### src/rtl/uncached_dm_bridge.sv
// rtl/uncached_dm_bridge.sv - MEM-stage uncached load/store to SRAM-like bus bridge
// One transaction outstanding; completed results are held until the MEM stage advances.
module uncached_dm_bridge (
  input  logic        clk,
  input  logic        rst,
  input  logic        mem_read,
  input  logic        mem_write,
  input  logic        mem_uncached,
  input  logic [31:0] mem_addr,
  input  logic [1:0]  mem_size,
  input  logic [3:0]  mem_wstrb,
  input  logic [31:0] mem_wdata,
  input  logic        mem_advance,
  input  logic        flush,
  output logic        data_ok,
  output logic [31:0] rdata,
  output logic        busy,
  output logic        data_sram_req,
  output logic        data_sram_wr,
  output logic [1:0]  data_sram_size,
  output logic [31:0] data_sram_addr,
  output logic [31:0] data_sram_wdata,
  output logic [3:0]  data_sram_wstrb,
  input  logic        data_sram_addr_ok,
  input  logic        data_sram_data_ok,
  input  logic [31:0] data_sram_rdata
);

  typedef enum logic [1:0] {S_IDLE, S_REQ, S_WAIT, S_DONE} state_t;

  state_t      state_q, state_d;
  logic        discard_q, discard_d;
  logic [31:0] hold_q, hold_d;
  logic        req_q, req_d;
  logic        wr_q, wr_d;
  logic [1:0]  size_q, size_d;
  logic [31:0] addr_q, addr_d;
  logic [31:0] wdata_q, wdata_d;
  logic [3:0]  wstrb_q, wstrb_d;
  logic        start;

  assign start = (mem_read | mem_write) & mem_uncached & ~flush;

  always_comb begin
    state_d   = state_q;
    discard_d = discard_q;
    hold_d    = hold_q;
    req_d     = req_q;
    wr_d      = wr_q;
    size_d    = size_q;
    addr_d    = addr_q;
    wdata_d   = wdata_q;
    wstrb_d   = wstrb_q;
    data_ok   = 1'b0;
    rdata     = hold_q;
    case (state_q)
      S_IDLE: begin
        if (start) begin
          addr_d    = mem_addr;
          size_d    = mem_size;
          wr_d      = mem_write;
          wdata_d   = mem_wdata;
          wstrb_d   = mem_wstrb;
          req_d     = 1'b1;
          discard_d = 1'b0;
          state_d   = S_REQ;
        end
      end
      S_REQ: begin
        if (data_sram_addr_ok) begin
          req_d   = 1'b0;
          state_d = S_WAIT;
          if (flush) discard_d = 1'b1;
        end else if (flush) begin
          // Cancelled before the slave accepted: nothing was issued.
          req_d   = 1'b0;
          state_d = S_IDLE;
        end
      end
      S_WAIT: begin
        if (flush) discard_d = 1'b1;
        if (data_sram_data_ok) begin
          if (discard_q) begin
            discard_d = 1'b0;
            state_d   = S_IDLE;
          end else begin
            data_ok = 1'b1;
            rdata   = data_sram_rdata;
            if (mem_advance || flush) begin
              discard_d = 1'b0;
              state_d   = S_IDLE;
            end else begin
              hold_d  = data_sram_rdata;
              state_d = S_DONE;
            end
          end
        end
      end
      S_DONE: begin
        data_ok = 1'b1;
        rdata   = hold_q;
        if (mem_advance || flush) state_d = S_IDLE;
      end
      default: state_d = S_IDLE;
    endcase
  end

  always_ff @(posedge clk or posedge rst) begin
    if (rst) begin
      state_q   <= S_IDLE;
      discard_q <= 1'b0;
      hold_q    <= 32'h0;
      req_q     <= 1'b0;
      wr_q      <= 1'b0;
      size_q    <= 2'd0;
      addr_q    <= 32'h0;
      wdata_q   <= 32'h0;
      wstrb_q   <= 4'h0;
    end else begin
      state_q   <= state_d;
      discard_q <= discard_d;
      hold_q    <= hold_d;
      req_q     <= req_d;
      wr_q      <= wr_d;
      size_q    <= size_d;
      addr_q    <= addr_d;
      wdata_q   <= wdata_d;
      wstrb_q   <= wstrb_d;
    end
  end

  assign busy            = (state_q != S_IDLE);
  assign data_sram_req   = req_q;
  assign data_sram_wr    = wr_q;
  assign data_sram_size  = size_q;
  assign data_sram_addr  = addr_q;
  assign data_sram_wdata = wdata_q;
  assign data_sram_wstrb = wstrb_q;

endmodule
### config.mk
export PLATFORM = sky130hd
export DESIGN_NAME = uncached_dm_bridge
export DESIGN_NICKNAME = d
export VERILOG_FILES = /design/src/rtl/uncached_dm_bridge.sv
export SDC_FILE = /design/constraint.sdc
export NUM_CORES = 1
export LEC_CHECK = 0
export BUFFER_PORTS_ARGS = -buffer_cell sky130_fd_sc_hd__buf_2
export CAP_MARGIN = 20
export CORE_ASPECT_RATIO = 0.5
export CORE_MARGIN = 2
export CORE_UTILIZATION = 50
export CTS_CLUSTER_DIAMETER = 200
export CTS_CLUSTER_SIZE = 16
export DETAILED_ROUTE_END_ITERATION = 10
export PLACE_DENSITY = 0.88
export SLEW_MARGIN = 10
export SYNTH_ARGS = -nofsm -noshare
export SYNTH_HDL_FRONTEND = slang
export SYNTH_SLANG_ARGS = --single-unit
export TNS_END_PERCENT = 10
### constraint.sdc
create_clock -name clk -period 6.95 [get_ports clk]
set_clock_uncertainty 0.05 [all_clocks]
set_input_delay 0.695 -clock clk [delete_from_list [all_inputs] [get_ports clk]]
set_output_delay 0.695 -clock clk [all_outputs]
set_load 0.1 [all_outputs]
==> impl_metrics.toml <==
[routing]
ant_nets = 0
wl_per_cell_um = 15.99
totalWireLength_mm = 10.06
dr.pass1.iters = 4
via_per_inst = 4.978
drc = 0
num_vias = 3131
drtIter0Drc = 156

[logic_synthesis]
synth_compound_area_share_pct = 1.255
yosys.area_share.simple_pct = 1.747
syn_area_sq_um = 4584
yosysTopAreaCell = "dfrtp_1"
synthCells = 290
yosysTopAreaCellShare_pct = 58.41
yosysWarnings = 0
synth-xor-area-share_pct = 0
seq_area_frac_synth_pct = 58.41
muxShareOfSynthArea_pct = 34.44
ys_types = 20
netlist_top_cells_area = "dfrtp_1, mux2_2, mux2_4, buf_6, ha_1"
ys_ff_latch = 107
synthAdderAreaFrac_pct = 1.365
syn_nets = 406
synth_top_family_by_area = "multiplexers"
avgSynthCellArea_sq_um = 15.81

[grt]
grt_max_degree = 76
grt_pass1_wl_mm = 16.18
grt_overflow_total = 0
grt_usage_pct = 20.44
antenna_found_initial = 0
grt_pass1_vias = 3372

[timing]
hold_viol = 0
rsz0062_at_grt = "false"
post-route-period-util_pct = 47.37
slew_headroom_pct = 33.83
fin_crit_ns = 3.292
worst_pin_slew_ns = 0.9926
slew_violations = 0
tns_ns = 0
fmax_ghz = 0.3038
setup_viol = 0

[critical_path]
critical-path-top-delay-family = "buffers and inverters"
crit_path_top_delay_cell = "buf_2"
rr_worst_depth = 4
worst-setup-path-type = "register to output port"
rr_endpoint = "data_sram_wdata[16]"
critPathMaxFanout = 27
worstPathRequired_ns = 6.20
end_kind = "output port"
cpPeakStageDelay_ns = 0.42
critical_path.cell_chain = "inv_1, ha_1, nor2b_1, nand2_1, buf_4, mux2_2, buf_2"
start_kind = "register"
crit_arrival_ns = 2.55
reg2reg_from = "state_q[1]"
ff2ff_setup_slack_ns = 4.80
critPathBufInv = 3

[cts]
root_buffer = "clkbuf_16"
cts_num_sinks = 107
clockBufferDepth = 2
htree_levels = 3
clkSlewWorstSetupHoldPaths_ns = 0.07
clkLatencyLatePin_ns = 0.33
cts_tree = "built"
ctsHoldBuffers = 0
cts_made_buffers = 9
cts_setup_buffers = 0
cts-resized-gates = 0

[die]
start_util_pct = 52.10
rows = 24
dieArea_sq_um = 9997
io_pins = 217
die_w_um = 139.4
core_sq_um = 8798
chipHeight_um = 71.71

[placed_design]
dpl.hpwl_mm = 7.457
dp_cells = 613
dpl_cell_area_sq_um = 5728
globalplace.congestion = 0.8694
portBuffers = 216

[layout]
num-nets-final = 623
areaGrowthSynthToFinish_pct = 32.10
drive_gt1_share_pct = 73.05
post-route-util_pct = 68.83
layout_common_cells = "buf_2, mux2_2, dfrtp_1"
mostFrequentLayoutCell = "buf_2"
finalInstanceArea_sq_um = 6056
diodes = 0
fillers = 652
finish.cell_count_without_fillers = 629

[run_status]
status = "completed"

[min_path]
hp-class = "input pin to asynchronous set/reset pin"

[flow_run]
max-cap-violations = 0
-- Yosys cell counts, drive strengths merged --
cell type	n
nand3b	1
nand3	1
ha	5
o211ai	1
nor2	2
buf	13
a31oi	4
mux2i	1
a21oi	4
nand2b	2
nand2	4
nor2b	2
dfrtp	107
o21ai	1
nor3b	1
inv	5
mux2	136
-- metal layers --
metal | global-route usage [%] | wire length [um]
met5 | 0 | 0
met4 | 5.499 | 109
met3 | 5.548 | 494
met2 | 38.83 | 5642
met1 | 23.15 | 3811
-- metrics by stage --
stage	setup slack (ns)	hold WS (ns)
2_1_floorplan	3.388	0.4236
3_3_place_gp	4.146	0.4315
3_5_place_dp	4.019	0.4379
4_1_cts	3.632	0.3125
5_1_grt	3.436	0.3220
6_report	3.658	0.3045
-- area by class of cell --
class	count	area, sq um	area share [%]
clock buffers	11	252.7	4.174
clock inverters	5	75.07	1.240
inverters	5	21.27	0.3512
multi-input cells	165	1779	29.38
flip-flops and latches	107	2678	44.21
well taps	117	146.4	2.417
repair buffers	219	1104	18.22
-- state kept, by name (all words and copies together) (netlist names) --
signal,cells
data_sram_req,1
data_sram_size,2
data_sram_wdata,32
hold_q,32
data_sram_wr,1
discard_q,1
state_q,2
data_sram_addr,32
data_sram_wstrb,4
-- worst max-delay path by stage --
stage | startpoint | end | slack [ns] | cells after the start
2_1_floorplan | rst | data_sram_addr[0] | 3.39 | 1
4_1_cts | state_q[0] | rdata[22] | 3.63 | 7
3_5_place_dp | state_q[0] | rdata[22] | 4.02 | 7
3_3_place_gp | state_q[0] | rdata[11] | 4.15 | 7
5_1_grt | state_q[0] | rdata[4] | 3.44 | 7
6_report | state_q[0] | rdata[22] | 3.66 | 7
-- cell families (layout without fill, tap and decap cells) --
family | after synthesis | count (layout)
and+or+nand+nor | 13 | 13
DFF | 107 | 107
adders and majority gates | 5 | 5
muxes | 137 | 137
AOI/OAI and AO/OA | 10 | 10
buffers and inverters | 18 | 240
Power is left out: the tool's default activity adds up to more than one toggle a clock period on the data nets, which glitch-free logic cannot reach.
